`src/rtl/quad_pkg.sv`:
```
// quad_pkg: shared count width, quadrature phase encodings and step decode helper.
package quad_pkg;
  localparam int CNT_W_DEF = 18;
  localparam logic [1:0] PH_00 = 2'b00, PH_10 = 2'b10, PH_11 = 2'b11, PH_01 = 2'b01;
  // Returns {valid, up, err}; a double-bit change is illegal and never counts.
  function automatic logic [2:0] quad_step(input logic [1:0] prev, input logic [1:0] cur);
    logic [1:0] up_nxt;
    up_nxt = prev == PH_00 ? PH_10 : prev == PH_10 ? PH_11 : prev == PH_11 ? PH_01 : PH_00;
    if (cur == prev) return 3'b000;
    if ((cur ^ prev) == PH_11) return 3'b001;
    return {1'b1, cur == up_nxt, 1'b0};
  endfunction
endpackage

```
`src/rtl/quad_input_filter.sv`:
```
// quad_input_filter: 2-flop synchroniser plus FILT_LEN-cycle persistence filter for one raw input.
module quad_input_filter #(
  parameter int FILT_LEN = 3
) (
  input  logic clk,
  input  logic rst,
  input  logic raw,
  output logic filt
);
  logic [1:0] sync;
  logic [3:0] cnt;
  always_ff @(posedge clk or posedge rst)
    if (rst) begin
      sync <= '0;
      cnt  <= '0;
      filt <= 1'b0;
    end else begin
      sync <= {sync[0], raw};
      if (sync[1] == filt) cnt <= '0;
      else if (cnt == 4'(FILT_LEN - 1)) begin
        filt <= sync[1];
        cnt  <= '0;
      end else cnt <= cnt + 4'd1;
    end
endmodule

```
`src/rtl/quad_encoder_counter.sv`:
```
// quad_encoder_counter: x4 quadrature decoder with up/down position count and sticky error.
// Define QUAD_INDEX_EN to build the index-pulse position latch.
module quad_encoder_counter
  import quad_pkg::*;
#(
  parameter int CNT_W    = CNT_W_DEF,
  parameter int FILT_LEN = 3
) (
  input  logic             Clk,
  input  logic             Rst,
  input  logic             A,
  input  logic             B,
  input  logic             Idx,
  input  logic             Load,
  input  logic [CNT_W-1:0] LoadVal,
  input  logic             Clr,
  input  logic             ErrClr,
  output logic [CNT_W-1:0] Enc,
  output logic             Dir,
  output logic             Step,
  output logic             Err,
  output logic [CNT_W-1:0] IdxPos,
  output logic             IdxSeen
);
  logic       a_f, b_f;
  logic [1:0] prev;
  logic [2:0] qs;
  quad_input_filter #(.FILT_LEN(FILT_LEN)) u_fa (.clk(Clk), .rst(Rst), .raw(A), .filt(a_f));
  quad_input_filter #(.FILT_LEN(FILT_LEN)) u_fb (.clk(Clk), .rst(Rst), .raw(B), .filt(b_f));
  assign qs = quad_step(prev, {a_f, b_f});
  always_ff @(posedge Clk or posedge Rst)
    if (Rst) begin
      prev <= PH_00;
      Enc  <= '0;
      Dir  <= 1'b0;
      Step <= 1'b0;
      Err  <= 1'b0;
    end else begin
      prev <= {a_f, b_f};
      Step <= 1'b0;
      if (Load) Enc <= LoadVal;
      else if (Clr) Enc <= '0;
      else if (qs[2]) begin
        Enc  <= qs[1] ? Enc + CNT_W'(1) : Enc - CNT_W'(1);
        Dir  <= qs[1];
        Step <= 1'b1;
      end
      if (qs[0]) Err <= 1'b1;
      else if (ErrClr) Err <= 1'b0;
    end
`ifdef QUAD_INDEX_EN
  logic idx_f, idx_prev;
  quad_input_filter #(.FILT_LEN(FILT_LEN)) u_fi (.clk(Clk), .rst(Rst), .raw(Idx), .filt(idx_f));
  // Enc here is the pre-step value registered before this cycle's update.
  always_ff @(posedge Clk or posedge Rst)
    if (Rst) begin
      idx_prev <= 1'b0;
      IdxPos   <= '0;
      IdxSeen  <= 1'b0;
    end else begin
      idx_prev <= idx_f;
      if (idx_f && !idx_prev) begin
        IdxPos  <= Enc;
        IdxSeen <= 1'b1;
      end
    end
`else
  logic idx_unused;
  assign idx_unused = Idx;
  assign IdxPos     = '0;
  assign IdxSeen    = 1'b0;
`endif
endmodule

```
`config.mk`:
```
export PLATFORM = sky130hd
export DESIGN_NAME = quad_encoder_counter
export DESIGN_NICKNAME = d
export VERILOG_FILES = /design/src/rtl/quad_pkg.sv /design/src/rtl/quad_input_filter.sv /design/src/rtl/quad_encoder_counter.sv
export SDC_FILE = /design/constraint.sdc
export NUM_CORES = 1
export LEC_CHECK = 0
export BUFFER_PORTS_ARGS = -buffer_cell sky130_fd_sc_hd__buf_2
export CORE_ASPECT_RATIO = 0.7
export CORE_UTILIZATION = 45
export CTS_BUF_LIST = sky130_fd_sc_hd__clkbuf_2 sky130_fd_sc_hd__clkbuf_4 sky130_fd_sc_hd__clkbuf_8
export DETAILED_ROUTE_END_ITERATION = 6
export HOLD_SLACK_MARGIN = 0.05
export PLACE_DENSITY_LB_ADDON = 0.25
export SYNTH_ARGS = -nofsm -noshare
export SYNTH_HDL_FRONTEND = slang
export SYNTH_SLANG_ARGS = --single-unit
```
`constraint.sdc`:
```
create_clock -name Clk -period 4.9 [get_ports Clk]
set_input_delay 0.49 -clock Clk [delete_from_list [all_inputs] [get_ports Clk]]
set_output_delay 0.49 -clock Clk [all_outputs]
set_load 0.02 [all_outputs]
```
# Word level (Yosys, flattened, before mapping)

Index checks and enable logic that the tools add are counted.

$add $sub $neg: 4
Reduce and logical (&&, ||, !) cells: 6
Mux-type cells: 23
Equality and inequality tests: 9
Bitwise gates (word level): 5

Operators with widths:

| cell                                                                  | count |
|---|---|
| 18-bit 2-to-1 mux                                                     | 4 |
| 18-bit by 1-bit adder with 18-bit output, second input constant       | 1 |
| 18-bit by 1-bit subtractor with 18-bit output, second input constant  | 1 |
| 4-bit 2-to-1 mux                                                      | 4 |
| 3-bit 2-to-1 mux                                                      | 4 |
| 1-bit 2-to-1 mux                                                      | 9 |
| 4-bit by 1-bit adder with 4-bit output, second input constant         | 2 |
| 4-bit by 2-bit equality test with 1-bit output, second input constant | 2 |
| 2-bit equality test, second input constant                            | 3 |
| 2-bit equality test                                                   | 2 |
| 2-bit 2-to-1 mux                                                      | 2 |
| 1-bit inverter                                                        | 4 |
| 2-bit AND reduction                                                   | 2 |
| 3-bit AND reduction                                                   | 1 |
| 3-bit nonzero test                                                    | 1 |
| 1-bit equality test                                                   | 2 |
| 2-bit logical NOT                                                     | 1 |
| 2-bit nonzero test                                                    | 1 |
| 2-bit XOR                                                             | 1 |

Logic and storage cells: 58
Register bits: 37
Output and inout bits: 40

# Logic depth before layout (Yosys ltp)

Depth in word-level cells: 11
Mapped depth: 13
Gate-level depth less buffers: 12

# Hierarchy

From an unflattened synthesis, not the netlist that was laid out.

Cell total of the unflattened synthesis: 275
Area, all modules: 2541.2 um^2

Modules (own cells, without submodules):

| module               | seq. area each (um^2) | area each (um^2) | cells an instance | times used |
|---|---|---|---|---|
| quad_encoder_counter | 575.6                 | 1970.6           | 231               | 1 |
| quad_input_filter    | 175.2                 | 285.3            | 22                | 2 |

# Least setup slack after synthesis

No wires, ideal clock.

Path kind: register to register
Start point: register u_fb.filt
End point: register Enc[10]
Library setup time: 0.127 ns
Data arrival time: 3.498 ns
Buffers on the path: 1
Slack: 1.275 ns
Cell stages (with the launch flop): 14
Period minus slack after synthesis: 3.625 ns
Cell sequence: dfrtp_1 -> xnor2_1 -> inv_1 -> ha_1 -> or4_1 -> clkbuf_1 -> fa_1 -> a211oi_2 -> nor2_1 -> o21a_1 -> a311o_2 -> a31oi_1 -> xor2_1 -> o21ai_1

Longest elaborated chain between the ends: 10
Elaborated cells on any way between the ends: 15

Ends and longest elaborated chain:

| element                       | line                       | RTL |
|---|---|---|
| start, declared               | quad_input_filter.sv:8     | `output logic filt` |
| start signal, assigned        | quad_input_filter.sv:21    | `filt <= sync[1];` |
| 2-bit XOR                     | quad_pkg.sv:10             | `if ((cur ^ prev) == PH_11) return 3'b001;` |
| 2-bit equality test           | quad_pkg.sv:10             |  |
| 1-bit 2-to-1 mux (2 in a row) | quad_pkg.sv:10             |  |
| 3-bit 2-to-1 mux              | quad_pkg.sv:11             | `return {1'b1, cur == up_nxt, 1'b0};` |
| 3-bit 2-to-1 mux (*)          | quad_pkg.sv:10             |  |
| 18-bit 2-to-1 mux             | quad_encoder_counter.sv:44 | `Enc <= qs[1] ? Enc + CNT_W'(1) : Enc - CNT_W'(1);` |
| 18-bit 2-to-1 mux             | quad_encoder_counter.sv:43 | `else if (qs[2]) begin` |
| 18-bit 2-to-1 mux             | quad_encoder_counter.sv:42 | `else if (Clr) Enc <= '0;` |
| 18-bit 2-to-1 mux             | quad_encoder_counter.sv:41 | `if (Load) Enc <= LoadVal;` |
| end signal, assigned          | quad_encoder_counter.sv:41 |  |
| end signal, assigned          | quad_encoder_counter.sv:44 |  |
| end, declared                 | quad_encoder_counter.sv:18 | `output logic [CNT_W-1:0] Enc,` |

Every way passes the cells marked *; elsewhere a longest branch is shown, timed or not. The select of a mux whose other input is x is not followed.
A chain may end at the register's enable or synchronous reset.

# Final worst setup path

Start point: register u_fb.filt
End point: register Enc[16]

Same word-level chain as after synthesis.

==> flow_results.org <==
** Status
- The run finished with clean final reports.

** Detailed routing
- # DRC :: 0
- The pre-antenna-repair detailed-routing pass consisted of 4 iterations.
- The count of nets left with antenna violations once routing finished came out at 0.
- Vias/cell :: 5.20
- In this run, the number of DRC markers left after iteration 0 of detailed routing was 142.
- Wire length per cell :: 13.3 µm
- Summed over all layers, the routed wires come to 5330 µm.
- Overall via count from detail_route :: 2081

** Floorplanning
- The region available for standard cell placement spans 5340 µm².
- The die is 65.0 µm tall.
- Die ar. :: 5980 µm²
- After floorplanning, the core was divided into 22 placement rows.
- In this run the horizontal extent of the chip is 92.0 µm.
- 66 I/O pins were placed.
- For this configuration, the core starts out at a cell density of 47.8%.

** Synthesis
- After synthesis the netlist holds a flip-flop and latch count of 37.
- The largest total area in the synthesized netlist belongs to sky130_fd_sc_hd__dfrtp_1.
- Mean cell area of the mapped netlist :: 9.08 µm²
- In this run, distinct cell masters in the synthesized netlist total 47.
- In the post-synthesis netlist, the biggest area contributors are sky130_fd_sc_hd__dfrtp_1 (36%), sky130_fd_sc_hd__ha_1 (11%), sky130_fd_sc_hd__buf_4 (5.6%).
- Number of synthesized flops with an enable pin :: 0
- Fraction of registers with async set/reset :: 100%
- Synthesis produced 281 cells.
- Share of the synthesized area in the top cell type :: 36.3%
- Mapped Area :: 2550 µm²
- For this run, the number of Yosys warnings is 0.
- In the synthesized netlist the dominant register cell turns out to be sky130_fd_sc_hd__dfrtp_1.
- Seq/Total Area, Yosys :: 36.3%

** GRT
- The first global-routing pass estimated 8970 µm of wire.
- Final global-route overflow total :: 0
- Number of antenna violations at the first check in global routing :: 0
- The via count of the first global-routing pass came to 1821.
- Global routing consumed, over all layers together, 19.3% of the routing resources.
- Entering global routing, the biggest net connects 38 pins.

** Clock tree
- The clock reaches the later pin of the worst-skew pair after 0.30 ns.
- The H-tree was split into 2 levels.
- The number of clock buffers added by TritonCTS is 5.
- After clock tree synthesis, the clock-pin slew on the worst setup and hold paths is 0.09 ns.
- Cell at the root of the clock tree :: sky130_fd_sc_hd__clkbuf_8
- Hold repair after CTS inserted 0 buffers.
- Number of instances resized during post-cts repair :: 0
- Once the clock tree was built, the setup fixing pass inserted 0 buffers.
- The clock passes through at most 2 buffers.
- TritonCTS clock tree :: done
- Count of clock tree sinks :: 37

** Critical path
- Crit. End Element :: flip-flop
- STA classifies the critical path startpoint as a flip-flop.
- Data arrives at the worst endpoint at 3.92 ns.
- Critical Setup Path Class :: flip-flop to flip-flop
- Traced cell by cell, the critical path runs through xnor2_1 -> inv_1 -> ha_1 -> or4_1 -> buf_4 -> ha_1 -> a211oi_1 -> nor2_1 -> o41ai_2 -> nand3_1 -> a31oi_1 -> xor2_1 -> o221ai_1.
- The cell that appears most often on the critical path is sky130_fd_sc_hd__ha_1.
- Required time of the worst setup path :: 5.05 ns
- The slowest stage of the critical path belongs to the cell sky130_fd_sc_hd__or4_1.
- CP max stage delay :: 0.70 ns
- In this run the worst path has a maximum fanout of 15.

** STA
- At the pin with the least slew margin, the transition time is 0.703 ns.
- The max-slew violation total from the final report is 0.
- Of the available clock period, the critical path in the final layout requires 76.8%.
- Sum of negative setup slack :: 0 ns
- Max Freq :: 266 MHz
- The worst path needs 3.77 ns of the cycle, external delays included.
- In this run the tightest slew margin relative to its limit is 53.0%.
- Between clock sinks in the finished design, the worst skew comes to 0.0139 ns.
- The number of hold-slack violations in the final timing report is 0.
- Setup violations remaining at the end of the flow were counted as 0.
- Setup repair after global routing left no endpoint under its margin.

** Final layout
- Area growth from synthesis to final layout :: 12.5%
- Leading cell types in the layout, fill and taps excluded :: sky130_fd_sc_hd__buf_2 (45), sky130_fd_sc_hd__dfrtp_1 (37), sky130_fd_sc_hd__nor2_1 (28)
- Antenna diode count :: 0
- Total Nets Final :: 376
- The library cell used most frequently in the layout, excluding fill and tap cells, is sky130_fd_sc_hd__buf_2.
- Cells with a size suffix above 1 make up 19.5% of the layout.
- The layout has 518 filler cells.

** Worst hold path
- Type of the tightest min-delay check :: input pin to async pin

** Placed design
- Last weighted congestion value of the routability-driven placer :: 0.830
- Port buffering added 45 buffers.
- Once detailed placement completed, the half-perimeter wirelength came to 3920 µm.

** Run
- Across the run, the number of max-cap violations was 0.
## cell type report
class | count | area (µm²) | area share (%)
inverters | 11 | 41.3 | 1.44
flip-flops and latches | 37 | 926 | 32.3
repair buffers | 47 | 240 | 8.37
clock buffers | 5 | 68.8 | 2.40
multi-input cells | 225 | 1480 | 51.7
clock inverters | 3 | 21.3 | 0.741
well taps | 72 | 90.1 | 3.14
## state kept, by name, summed over array words and instances, names as in the netlist, 2 cells and up
name	flops
Enc	18
u_fa.cnt	4
u_fb.cnt	4
prev	2
u_fa.sync	2
u_fb.sync	2
## critical path, delay by kind of cell, from the launching register on
family          cells  cell delay [ns]
simple gates        3             0.94
buf+inv             2             0.34
compound gates      4             0.88
xor+xnor            2             0.44
flops               1             0.45
fa+ha+maj           2             0.58
## cell usage after synthesis, types with 2 or more instances
| library cell | instances |
|---|---|
| sky130_fd_sc_hd__mux2_2 | 2 |
| sky130_fd_sc_hd__dfrtp_1 | 37 |
| sky130_fd_sc_hd__a211oi_1 | 3 |
| sky130_fd_sc_hd__o21a_1 | 3 |
| sky130_fd_sc_hd__o21ai_1 | 4 |
| sky130_fd_sc_hd__xnor2_1 | 10 |
| sky130_fd_sc_hd__ha_1 | 22 |
| sky130_fd_sc_hd__a32oi_1 | 3 |
| sky130_fd_sc_hd__a211o_1 | 2 |
| sky130_fd_sc_hd__a31oi_1 | 3 |
| sky130_fd_sc_hd__buf_4 | 19 |
| sky130_fd_sc_hd__o21bai_1 | 2 |
| sky130_fd_sc_hd__o21ai_0 | 19 |
| sky130_fd_sc_hd__a21oi_1 | 17 |
| sky130_fd_sc_hd__o22ai_1 | 2 |
| sky130_fd_sc_hd__nand2_1 | 26 |
| sky130_fd_sc_hd__nor3_1 | 5 |
| sky130_fd_sc_hd__clkbuf_1 | 6 |
| sky130_fd_sc_hd__nor2b_1 | 4 |
| sky130_fd_sc_hd__xor2_1 | 12 |
| sky130_fd_sc_hd__mux2i_1 | 3 |
| sky130_fd_sc_hd__inv_1 | 10 |
| sky130_fd_sc_hd__o221ai_1 | 2 |
| sky130_fd_sc_hd__a21o_1 | 8 |
| sky130_fd_sc_hd__a211oi_2 | 2 |
| sky130_fd_sc_hd__o41ai_2 | 2 |
| sky130_fd_sc_hd__nand3_1 | 6 |
| sky130_fd_sc_hd__nor2_1 | 28 |
## per-stage QoR
stage	util, %	setup WS [ns]	hold slack (ns)	cell area, µm²	cells
floorplan	-	1.27	0.331	2620	299
CTS	53.7	1.15	0.293	2870	400
global route	53.7	0.825	0.289	2870	400
detailed placement	52.1	1.18	0.336	2780	392
global placement	52.1	1.19	0.332	2780	392
finish	53.7	1.13	0.290	2870	400
## cell families (layout without fill, tap and decap cells)
family | Yosys count | after routing | share of synthesized area, %
AO/OA/AOI/OAI | 80 | 80 | 21.2
XOR/XNOR | 22 | 22 | 7.55
adder cells (fa/ha/maj) | 23 | 23 | 11.6
buffers and inverters | 37 | 66 | 8.28
flip-flops | 37 | 37 | 36.3
multiplexers | 5 | 5 | 2.06
other | 1 | 19 | 0.147
AND/OR/NAND/NOR | 76 | 76 | 12.9
## routing by layer
layer	vias to the layer above	wire length (µm)	global-route usage, %	share of wire [%]
met1	969	2810	29.0	53
met2	57	2130	27.5	40
met3	4	362	4.81	6.8
met4	0	31	4.69	0.58
met5	-	0	0	0
li1	1051	-	-	-
## final timing paths
| kind | from | to | slack, ns | depth (start not counted) |
|---|---|---|---|---|
| max | u_fb.filt | Enc[16] | 1.13 | 13 |
| min in group Clk | A | u_fa.sync[0] | 0.30 | 1 |
| max reg2reg | u_fb.filt | Enc[16] | 1.13 | 13 |
| min | Rst | Enc[12] | 0.29 | 3 |
| min reg2reg | u_fb.sync[0] | u_fb.sync[1] | 0.35 | 0 |
| max in group asynchronous | Rst | Enc[1] | 4.28 | 3 |
Power is left out: the tool's default activity adds up to more than one toggle a clock period on the data nets, which glitch-free logic cannot reach.
